**src/rtl/server_traffic_gen_if.sv**
```systemverilog
// ---------------------------------------------------------------------------
// server_traffic_gen_if
// AXI4-Stream style bus carrying generated Ethernet frames, 64-bit beats.
//   tvalid : beat valid               (master -> slave)
//   tdata  : 64-bit beat payload      (master -> slave)
//   tlast  : final beat of the frame  (master -> slave)
//   tkeep  : byte enables             (master -> slave)
//   tuser  : user sideband            (master -> slave)
//   tready : sink can accept a beat   (slave  -> master)
// ---------------------------------------------------------------------------
interface server_traffic_gen_if;
  logic        tvalid;
  logic [63:0] tdata;
  logic        tlast;
  logic [7:0]  tkeep;
  logic        tuser;
  logic        tready;

  modport master (output tvalid, output tdata, output tlast, output tkeep,
                  output tuser, input tready);
  modport slave  (input tvalid, input tdata, input tlast, input tkeep,
                  input tuser, output tready);
endinterface

```
**src/rtl/server_traffic_gen.sv**
```systemverilog
// ---------------------------------------------------------------------------
// server_traffic_gen
// Generates Ethernet-like frames towards pseudo-randomly chosen servers.
// Each frame: beat 0 = {dest MAC, src MAC[47:32]}, beat 1 = {src MAC[31:0],
// EtherType 0x0800, 0}, remaining beats = time stamp sampled on load.
// Ports:
//   i_clk, i_rst_n      : clock, synchronous active-low reset
//   i_stat_rx_status    : link up, qualifies the start of a frame
//   i_enable            : generation enable
//   i_pkt_len           : frame length in beats (clamped to >= 3)
//   i_gap_cycles        : idle cycles after each frame (clamped to >= 1)
//   i_pkt_limit         : frames to send, 0 = unlimited
//   i_excl_local        : never target the local ToR
//   i_time_stamp        : payload source
//   m_axis              : AXIS master (tvalid/tdata/tlast/tkeep/tuser/tready)
//   o_pkt_cnt           : completed frames (saturating)
//   o_busy / o_done     : FSM in RANDOM/DATA/GAP, FSM in DONE
// ---------------------------------------------------------------------------
module server_traffic_gen #(
  parameter int          P_UPLINK_TRUE = 0,
  parameter int          P_TOR_NUM     = 8,
  parameter int          P_SERVER_NUM  = 2,
  parameter int          P_MY_TOR_ID   = 0,
  parameter logic [15:0] P_SEED        = 16'hACE1,
  parameter logic [31:0] P_MAC_HEAD    = 32'h8DBC_5C4A,
  parameter logic [47:0] P_MY_PORT_MAC = 48'h8DBC_5C4A_0001
) (
  input  logic                        i_clk,
  input  logic                        i_rst_n,
  input  logic                        i_stat_rx_status,
  input  logic                        i_enable,
  input  logic [15:0]                 i_pkt_len,
  input  logic [15:0]                 i_gap_cycles,
  input  logic [31:0]                 i_pkt_limit,
  input  logic                        i_excl_local,
  input  logic [63:0]                 i_time_stamp,
  server_traffic_gen_if.master        m_axis,
  output logic [31:0]                 o_pkt_cnt,
  output logic                        o_busy,
  output logic                        o_done
);

  localparam int          TOR_W = $clog2(P_TOR_NUM);
  localparam int          SRV_W = $clog2(P_SERVER_NUM);
  // An all-zero seed would lock the LFSR, so it is replaced by 1.
  localparam logic [15:0] SEED  = (P_SEED == 16'h0000) ? 16'h0001 : P_SEED;

  typedef enum logic [2:0] {
    ST_IDLE   = 3'd0,
    ST_RANDOM = 3'd1,
    ST_DATA   = 3'd2,
    ST_GAP    = 3'd3,
    ST_DONE   = 3'd4
  } state_t;

  // Fibonacci LFSR x^16+x^14+x^13+x^11+1, shift left, feedback into bit 0.
  function automatic logic [15:0] lfsr_step(input logic [15:0] cur);
    logic fb;
    fb = cur[15] ^ cur[13] ^ cur[12] ^ cur[10];
    return {cur[14:0], fb};
  endfunction

  state_t      state_r, state_nxt_s;
  logic [15:0] lfsr_r;
  logic [15:0] len_r, gap_r, beat_r, gap_cnt_r;
  logic [47:0] dest_mac_r;
  logic        tvalid_r, tlast_r;
  logic [63:0] tdata_r;
  logic [31:0] pkt_cnt_r;
  logic        busy_r, done_r;

  logic [7:0]  cand_tor_s, cand_srv_s;
  logic        start_s, reject_s, hs_s, last_hs_s, load_s, gap_end_s, limit_hit_s;
  logic [63:0] beat_data_s;

  // Destination candidate comes from the LFSR value before it advances.
  assign cand_tor_s = 8'(lfsr_r[TOR_W-1:0]);

  if (SRV_W == 0) begin : g_one_srv
    assign cand_srv_s = 8'd1;
  end else begin : g_multi_srv
    assign cand_srv_s = 8'(lfsr_r[8 +: SRV_W]) + 8'd1;
  end

  assign start_s     = i_enable && i_stat_rx_status && (P_UPLINK_TRUE == 0);
  assign reject_s    = i_excl_local && (cand_tor_s == 8'(P_MY_TOR_ID));
  assign hs_s        = tvalid_r && m_axis.tready;
  assign last_hs_s   = (state_r == ST_DATA) && hs_s && tlast_r;
  // Once all beats are loaded beat_r == len_r, so the final handshake can
  // never coincide with loading another beat.
  assign load_s      = (state_r == ST_DATA) && (!tvalid_r || m_axis.tready) &&
                       (beat_r < len_r);
  assign gap_end_s   = (gap_cnt_r == (gap_r - 16'd1));
  assign limit_hit_s = (i_pkt_limit != 32'd0) && (pkt_cnt_r >= i_pkt_limit);

  // Beat payload selection by beat index.
  always_comb begin
    beat_data_s = i_time_stamp;
    case (beat_r)
      16'd0:   beat_data_s = {dest_mac_r, P_MY_PORT_MAC[47:32]};
      16'd1:   beat_data_s = {P_MY_PORT_MAC[31:0], 16'h0800, 16'h0000};
      default: beat_data_s = i_time_stamp;
    endcase
  end

  // Next-state logic.
  always_comb begin
    state_nxt_s = state_r;
    case (state_r)
      ST_IDLE: begin
        if (start_s) state_nxt_s = ST_RANDOM;
        else         state_nxt_s = ST_IDLE;
      end
      ST_RANDOM: begin
        if (reject_s) state_nxt_s = ST_RANDOM;
        else          state_nxt_s = ST_DATA;
      end
      ST_DATA: begin
        if (last_hs_s) state_nxt_s = ST_GAP;
        else           state_nxt_s = ST_DATA;
      end
      ST_GAP: begin
        if (gap_end_s) begin
          if (limit_hit_s) state_nxt_s = ST_DONE;
          else             state_nxt_s = ST_IDLE;
        end else begin
          state_nxt_s = ST_GAP;
        end
      end
      ST_DONE: begin
        if (!i_enable) state_nxt_s = ST_IDLE;
        else           state_nxt_s = ST_DONE;
      end
      default: state_nxt_s = ST_IDLE;
    endcase
  end

  // State register, LFSR, frame parameters and AXIS output register.
  always_ff @(posedge i_clk) begin
    if (!i_rst_n) begin
      state_r    <= ST_IDLE;
      lfsr_r     <= SEED;
      len_r      <= 16'd3;
      gap_r      <= 16'd1;
      beat_r     <= 16'd0;
      gap_cnt_r  <= 16'd0;
      dest_mac_r <= 48'd0;
      tvalid_r   <= 1'b0;
      tlast_r    <= 1'b0;
      tdata_r    <= 64'd0;
      pkt_cnt_r  <= 32'd0;
      busy_r     <= 1'b0;
      done_r     <= 1'b0;
    end else begin
      state_r <= state_nxt_s;
      busy_r  <= (state_nxt_s == ST_RANDOM) || (state_nxt_s == ST_DATA) ||
                 (state_nxt_s == ST_GAP);
      done_r  <= (state_nxt_s == ST_DONE);

      if (state_r == ST_RANDOM) begin
        lfsr_r <= lfsr_step(lfsr_r);
      end

      // Frame parameters are frozen for the whole frame at start.
      if ((state_r == ST_IDLE) && start_s) begin
        len_r  <= (i_pkt_len < 16'd3) ? 16'd3 : i_pkt_len;
        gap_r  <= (i_gap_cycles < 16'd1) ? 16'd1 : i_gap_cycles;
        beat_r <= 16'd0;
      end

      if ((state_r == ST_RANDOM) && !reject_s) begin
        dest_mac_r <= {P_MAC_HEAD, cand_tor_s, cand_srv_s};
      end

      if (load_s) begin
        tdata_r  <= beat_data_s;
        tlast_r  <= (beat_r == (len_r - 16'd1));
        tvalid_r <= 1'b1;
        beat_r   <= beat_r + 16'd1;
      end else if (hs_s) begin
        tvalid_r <= 1'b0;
        tlast_r  <= 1'b0;
      end

      if (last_hs_s) begin
        if (pkt_cnt_r != 32'hFFFF_FFFF) pkt_cnt_r <= pkt_cnt_r + 32'd1;
      end else if ((state_r == ST_DONE) && !i_enable) begin
        pkt_cnt_r <= 32'd0;
      end

      if (state_r == ST_GAP) gap_cnt_r <= gap_cnt_r + 16'd1;
      else                   gap_cnt_r <= 16'd0;
    end
  end

  assign m_axis.tvalid = tvalid_r;
  assign m_axis.tdata  = tdata_r;
  assign m_axis.tlast  = tlast_r;
  assign m_axis.tkeep  = 8'hFF;
  assign m_axis.tuser  = 1'b0;
  assign o_pkt_cnt     = pkt_cnt_r;
  assign o_busy        = busy_r;
  assign o_done        = done_r;

endmodule

```
**src/flat_wrapper.sv**
```systemverilog
// flat-port wrapper written by rule: the top's interface ports become plain ports
module server_traffic_gen_flat 
#(
  parameter int          P_UPLINK_TRUE = 0,
  parameter int          P_TOR_NUM     = 8,
  parameter int          P_SERVER_NUM  = 2,
  parameter int          P_MY_TOR_ID   = 0,
  parameter logic [15:0] P_SEED        = 16'hACE1,
  parameter logic [31:0] P_MAC_HEAD    = 32'h8DBC_5C4A,
  parameter logic [47:0] P_MY_PORT_MAC = 48'h8DBC_5C4A_0001
)
  (i_clk, i_rst_n, i_stat_rx_status, i_enable, i_pkt_len, i_gap_cycles, i_pkt_limit, i_excl_local, i_time_stamp, o_pkt_cnt, o_busy, o_done, m_axis_tvalid, m_axis_tdata, m_axis_tlast, m_axis_tkeep, m_axis_tuser, m_axis_tready);
  server_traffic_gen_if m_axis_i ();
  input  logic i_clk;
  input  logic i_rst_n;
  input  logic i_stat_rx_status;
  input  logic i_enable;
  input  logic [15:0] i_pkt_len;
  input  logic [15:0] i_gap_cycles;
  input  logic [31:0] i_pkt_limit;
  input  logic i_excl_local;
  input  logic [63:0] i_time_stamp;
  output logic [31:0] o_pkt_cnt;
  output logic o_busy;
  output logic o_done;
  output wire logic [$bits(m_axis_i.tvalid)-1:0] m_axis_tvalid;
  output wire logic [$bits(m_axis_i.tdata)-1:0] m_axis_tdata;
  output wire logic [$bits(m_axis_i.tlast)-1:0] m_axis_tlast;
  output wire logic [$bits(m_axis_i.tkeep)-1:0] m_axis_tkeep;
  output wire logic [$bits(m_axis_i.tuser)-1:0] m_axis_tuser;
  input wire logic [$bits(m_axis_i.tready)-1:0] m_axis_tready;
  assign m_axis_tvalid = m_axis_i.tvalid;
  assign m_axis_tdata = m_axis_i.tdata;
  assign m_axis_tlast = m_axis_i.tlast;
  assign m_axis_tkeep = m_axis_i.tkeep;
  assign m_axis_tuser = m_axis_i.tuser;
  assign m_axis_i.tready = m_axis_tready;
  server_traffic_gen #(.P_UPLINK_TRUE(P_UPLINK_TRUE), .P_TOR_NUM(P_TOR_NUM), .P_SERVER_NUM(P_SERVER_NUM), .P_MY_TOR_ID(P_MY_TOR_ID), .P_SEED(P_SEED), .P_MAC_HEAD(P_MAC_HEAD), .P_MY_PORT_MAC(P_MY_PORT_MAC)) u_core (.i_clk(i_clk), .i_rst_n(i_rst_n), .i_stat_rx_status(i_stat_rx_status), .i_enable(i_enable), .i_pkt_len(i_pkt_len), .i_gap_cycles(i_gap_cycles), .i_pkt_limit(i_pkt_limit), .i_excl_local(i_excl_local), .i_time_stamp(i_time_stamp), .m_axis(m_axis_i), .o_pkt_cnt(o_pkt_cnt), .o_busy(o_busy), .o_done(o_done));
endmodule
```
**config.mk**
```make
export PLATFORM = sky130hd
export DESIGN_NAME = server_traffic_gen_flat
export DESIGN_NICKNAME = d
export VERILOG_FILES = /design/src/rtl/server_traffic_gen_if.sv /design/src/rtl/server_traffic_gen.sv /design/src/flat_wrapper.sv
export SDC_FILE = /design/constraint.sdc
export NUM_CORES = 1
export LEC_CHECK = 0
export CAP_MARGIN = 20
export CORE_ASPECT_RATIO = 0.9
export CORE_MARGIN = 2
export CORE_UTILIZATION = 51
export DETAILED_ROUTE_END_ITERATION = 16
export GPL_ROUTABILITY_DRIVEN = 0
export PLACE_DENSITY_LB_ADDON = 0.15
export SYNTH_ARGS = -nofsm -noshare
export SYNTH_HDL_FRONTEND = slang
export SYNTH_SLANG_ARGS = --single-unit
```
**constraint.sdc**
```tcl
create_clock -name i_clk -period 3.1 [get_ports i_clk]
set_input_delay 0.31 -clock i_clk [delete_from_list [all_inputs] [get_ports i_clk]]
set_output_delay 0.31 -clock i_clk [all_outputs]
set_load 0.02 [all_outputs]
```
==> results of run 1 <==
-- stage by stage --
step | total power, mW | instance area (sq um) | utilization
after global placement | 3.40 | 12900 | 0.644
after detailed placement | 3.42 | 12900 | 0.645
after floorplan | 3.05 | 10400 | -
after global routing | 5.77 | 13500 | 0.675
final | 5.55 | 13500 | 0.675
after CTS | 5.59 | 13500 | 0.675
-- cells by family (layout without fill, tap and decap cells) --
kind of cell    Yosys count  after routing  synth area share
simple gates            501            501             0.239
mux                       4              4           0.00397
compound gates          311            311             0.207
fa+ha+maj                55             55            0.0662
flops                   189            189             0.364
buf+inv                 154            356            0.0600
xor+xnor                 71             71            0.0598
other cells               2              9          0.000722
-- cell usage in the layout, fill, tap and decap left out, types with 29 or more instances in the layout --
master / n
nor2_1: 60
a21oi_1: 61
nand4_1: 29
a21boi_0: 46
o21ai_0: 42
nand2_1: 206
clkdlybuf4s50_1: 232
xor2_1: 38
ha_1: 55
dfxtp_1: 189
inv_1: 76
xnor2_1: 33
nand3_1: 77
-- state kept, by name, summed over array words and instances, names as in the netlist --
register,cells
u_core.beat_r,16
u_core.dest_mac_r,6
u_core.gap_cnt_r,16
u_core.gap_r,16
u_core.len_r,16
u_core.lfsr_r,16
u_core.m_axis.tdata,64
u_core.m_axis.tlast,1
u_core.m_axis.tvalid,1
u_core.o_busy,1
u_core.o_done,1
u_core.o_pkt_cnt,32
u_core.state_r,3
-- how the worst max path moves through the flow --
stage	start	endpoint	slack, ns	cells after the start
after detailed placement	u_core.o_pkt_cnt[21]	u_core.o_pkt_cnt[25]	0.39	7
after CTS	u_core.o_pkt_cnt[21]	u_core.o_pkt_cnt[25]	0.32	7
after global placement	i_enable	u_core.o_pkt_cnt[29]	0.47	6
after floorplan	u_core.len_r[9]	u_core.m_axis.tdata[38]	0.57	10
after global routing	u_core.len_r[9]	u_core.beat_r[7]	0.17	8
final	u_core.len_r[9]	u_core.beat_r[12]	0.37	8
-- area by class of cell --
class,count,share of cell area
multi-input combinational,951,0.447
sequential,189,0.280
timing repair buffer,247,0.184
clock buffer,18,0.0318
tap,255,0.0237
inverter,78,0.0217
clock inverter,13,0.0114
-- worst reg2reg max path, delay by kind of cell (launching register included) --
kind | cells | cell delay (ns)
flip-flops | 1 | 0.50
adder cells (fa/ha/maj) | 1 | 0.30
buffers and inverters | 1 | 0.10
AND/OR/NAND/NOR | 4 | 1.38
AO/OA/AOI/OAI | 2 | 0.40
-- layer usage --
metal	GRT usage	share of wire
met5	0	0
met4	0.0629	0.013
met3	0.0638	0.067
met2	0.441	0.46
met1	0.351	0.46
-- where the power goes --
group          total [mW]  leakage, nW  switching [mW]  internal (mW)
Clock                2.18        0.268            1.04           1.14
Sequential           2.57         1.53          0.0676           2.50
Combinational       0.804         3.38           0.413          0.391
Total                5.55         5.18            1.52           4.03
==> impl_metrics.ini, run 1 <==
[floorplanning]
die_h_microns = 139
die_area_sq_um = 21600
rows = 49
core_area_sq_um = 20000
start_util = 0.520
die_w_microns = 155
io_pins = 243

[worst_setup_path]
reg2reg_to = u_core.beat_r[12]
reg2reg_slack_ns = 0.37
cp_max_fo = 15
arrival_ns = 3.09
path_class = flop to flop
slowest_stage = or3_1
critPathTopFamily = simple AND/OR/NAND/NOR gates
required_ns = 3.46
endpoint_kind = flop
start_kind = flop
r2r-start = u_core.len_r[9]
slowest_delay_ns = 0.51
path_cells = inv_1 > ha_1 > and4_1 > and3_1 > a211oi_2 > nand3_1 > or3_1 > o21ai_0
r2r.worst_path.cells = 8
path_buf_inv = 1

[min_path]
min_to = u_core.len_r[0]
hp-start = i_rst_n
worstHoldPathCells = 2
hp-class = primary input to flop

[sta]
setup_viol = 0
hold_violations = 0
grt_setup_unrepaired = no
fin_skew_ns = 0.0168
final_max_slew_viol_count = 0
timing.slew.headroom = 0.492
worst_slew_pin_slew_ns = 0.756
fin_crit_ns = 2.73
timing.hold.ws_ns = 0.273
fin_ws_ns = 0.372
finalSetupTns_ns = 0
fmax_mhz = 367
finalCritPeriodShare = 0.880

[final_layout]
nFillCells = 1676
n_antenna_cell = 0
finish.net_count = 1673
multiInputGateArea_sq_um = 6030
drive_above_1_share = 0.0461
final_cells = 1751
syn2layout_area_growth_pct = 29.7
seqCellArea_sq_um = 3780

[cts]
clockBufferDepth = 2
worstSkewPairLatency_ns = 0.44
ctsHtreeMaxLevel = 4
cts_root_buffer = clkbuf_16
cts_made_buffers = 17
post_cts_buffers = 0
cts_tree = built
ctsResizeCount = 0
clock-sinks = 189
path_clk_slew_ns = 0.07
cts_hold_buffers = 0

[synth]
synthFlopType = dfxtp_1
avgSynthCellArea_sq_um = 8.08
synthTopCellsByCount = nand2_1, dfxtp_1, nand3_1
yosysUniqueCellTypes = 72
synth_area_leaders = dfxtp_1, nand2_1, ha_1
syn_area_sq_um = 10400
yosysMostFrequentCell = nand2_1
yosys.area.top_type = dfxtp_1
synth-edff-count = 0
ys_ff_latch = 189
yosys_warnings = 0
yosysSeqAreaShare = 0.364
synthCells = 1287
synthArstFlopShare = 0
synth_top_area_share = 0.364

[power]
p_per_area_nw_per_um2 = 412
leakagePower_nw = 5.18
ir_worst_vdd_mv = 0.325

[routing]
wl_microns = 28800
vias_per_cell = 5.73
route.detailed.drc = 0
wire_per_inst_microns = 16.4
drt_pass1_iterations = 5
final_antenna_net_count = 0
vias = 10033
initialDrtViolationCount = 703

[grt]
grt_first_pass_wirelength_microns = 47700
first_global_vias = 9717
antenna_found_initial = 0
grt_use_total = 0.266
gr-total-overflow = 0
grt_start_max_net_pins = 102

[placed_design]
pre_cts_ws_ns = 0.387
io_buffers = 233
dp_hpwl_microns = 21200
post-place-cells = 1719

[status]
status = complete, no violations

[flow_run]
maxCapViolCount = 0
Note: power is estimated with default switching activity, not from simulation.
==> run 2, diff against run 1 <==
--- a/config.mk
+++ b/config.mk
@@ -11,7 +11,7 @@
 export CORE_UTILIZATION = 51
 export DETAILED_ROUTE_END_ITERATION = 16
 export GPL_ROUTABILITY_DRIVEN = 0
-export PLACE_DENSITY_LB_ADDON = 0.15
+export PLACE_DENSITY = 0.81
 export SYNTH_ARGS = -nofsm -noshare
 export SYNTH_HDL_FRONTEND = slang
 export SYNTH_SLANG_ARGS = --single-unit
==> run 2 against run 1 <==
  * Count of clock-buffer cells in the layout did not move
  * Wire length rose by 2.3%
  * Critical endpoint is now u_core.beat_r[11]
  * Non-clock buffer count rose by 6
  * Global-route usage is 0.15 points higher
  * Largest cell class unchanged
  * Sequential cell count did not move
  * Clock skew is 0.0013 ns higher
  * Die area unchanged
  * Sequential share of layout area down 0.088 points
==> impl_metrics.ini, run 2 (same netlist as run 1, synthesis figures left out) <==
[status]
status = complete, no violations

[final_layout]
largest_reg_flops = 64
n_antenna_cell = 0
final_area_sq_um = 13500
final_core_util = 0.677
final_cell_mix = clkdlybuf4s50_1, nand2_1, dfxtp_1
syn2layout_area_growth_pct = 30.1
final_common_cell = clkdlybuf4s50_1
nFillCells = 1685
final_cells = 1758
finish.net_count = 1679
drive_above_1_share = 0.0512

[worst_setup_path]
path_cells = inv_1 > ha_1 > and4_1 > and3_1 > a211oi_2 > nand3_1 > or3_1 > o21ai_0
slowest_delay_ns = 0.52
cp_max_fo = 15
required_ns = 3.46
endpoint_kind = flop
start_kind = flop
r2r-start = u_core.len_r[9]
path_depth = 8
path_class = flop to flop
reg2reg_slack_ns = 0.23
r2r.worst_path.cells = 8
arrival_ns = 3.22
critPathTopFamily = simple AND/OR/NAND/NOR gates
reg2reg_to = u_core.beat_r[11]
path_buf_inv = 1
slowest_stage = dfxtp_1

[cts]
post_cts_buffers = 0
clockBufferDepth = 2
cts_tree = built
cts_root_buffer = clkbuf_16
cts_hold_buffers = 0
worstSkewPairLatency_ns = 0.44
clock-sinks = 189
ctsResizeCount = 0
cts_made_buffers = 17
ctsHtreeMaxLevel = 4
path_clk_slew_ns = 0.07

[routing]
vias_per_cell = 5.82
vias = 10236
final_antenna_net_count = 0
drt_pass1_iterations = 6
route.detailed.drc = 0
wl_microns = 29400
initialDrtViolationCount = 711
wire_per_inst_microns = 16.7

[placed_design]
post-place-cells = 1725
dp_hpwl_microns = 21400
place_area_sq_um = 12900
pre_cts_ws_ns = 0.329
io_buffers = 233

[floorplanning]
io_pins = 243
rows = 49
die_w_microns = 155
start_util = 0.520
core_area_sq_um = 20000
die_h_microns = 139
die_area_sq_um = 21600

[sta]
grt_setup_unrepaired = no
fin_skew_ns = 0.0181
finalSetupTns_ns = 0
setup_viol = 0
fin_ws_ns = 0.235
timing.hold.ws_ns = 0.280
timing.slew.headroom = 0.444
finalCritPeriodShare = 0.924
hold_violations = 0
fmax_mhz = 349
worst_slew_pin_slew_ns = 0.826
final_max_slew_viol_count = 0
fin_crit_ns = 2.87

[min_path]
worstHoldPathCells = 2
hp-class = primary input to flop
hp-start = i_rst_n
min_to = u_core.len_r[0]

[power]
p_per_area_nw_per_um2 = 410
clkPwrFrac = 0.391
p_comb_frac = 0.146
power.switching_mw = 1.56
seqPwrFrac = 0.463
leakagePower_nw = 5.22
ir_worst_vdd_mv = 0.393
power.internal_mw = 3.99
power_mw = 5.55
p_sw_frac = 0.281

[grt]
first_global_vias = 9675
grt_start_max_net_pins = 93
grt_use_total = 0.267
gr-total-overflow = 0
antenna_found_initial = 0
grt_first_pass_wirelength_microns = 47600

[flow_run]
maxCapViolCount = 0
-- run 2: cell types whose count changed in the layout (fill, tap and decap cells not counted), sizes merged --
cell,delta
clkinvlp,-3
bufinv,-1
buf,+6
clkinv,+5
-- run 2: cell type report --
| class | instances | area [sq um] | share of cell area |
|---|---|---|---|
| Timing Repair Buffer | 253 | 2510 | 0.185 |
| Tap cell | 255 | 319 | 0.0236 |
| Clock inverter | 14 | 154 | 0.0114 |
| Sequential cell | 189 | 3780 | 0.280 |
| Inverter | 78 | 293 | 0.0216 |
| Clock buffer | 18 | 439 | 0.0325 |
| Multi-Input combinational cell | 951 | 6030 | 0.446 |
-- run 2: worst max-delay path by stage --
stage / from / endpoint / slack (ns)
2_1_floorplan: u_core.len_r[9] / u_core.m_axis.tdata[38] / 0.57
3_3_place_gp: u_core.len_r[9] / u_core.beat_r[12] / 0.44
3_5_place_dp: u_core.o_pkt_cnt[20] / u_core.o_pkt_cnt[25] / 0.33
4_1_cts: u_core.o_pkt_cnt[20] / u_core.o_pkt_cnt[25] / 0.30
5_1_grt: u_core.len_r[9] / u_core.beat_r[12] / 0.07
6_report: u_core.len_r[9] / u_core.beat_r[11] / 0.23
-- run 2: worst reg2reg max path: stages, from the launching register on --
cell and delay [ns]:
dfxtp_1 0.52, inv_1 0.13, ha_1 0.31, and4_1 0.20
and3_1 0.19, a211oi_2 0.39, nand3_1 0.49, or3_1 0.50
o21ai_0 0.08
-- run 2: power by group through the flow --
stage                     registers (mW)  logic, mW  clock network [mW]
after floorplan                     2.64      0.406                   0
after global placement              2.62      0.779                   0
after detailed placement            2.62      0.796                   0
after CTS                           2.57      0.805                2.22
after global routing                2.58      0.882                2.32
final                               2.57      0.809                2.17
-- run 2: metal layers --
metal / vias to the layer above / wire, microns / global-route usage
met3: 50 / 2210 / 0.0660
met2: 399 / 14000 / 0.450
met4: 0 / 537 / 0.0653
li1: 4980 / - / -
met5: - / 0 / 0
met1: 4807 / 12700 / 0.346
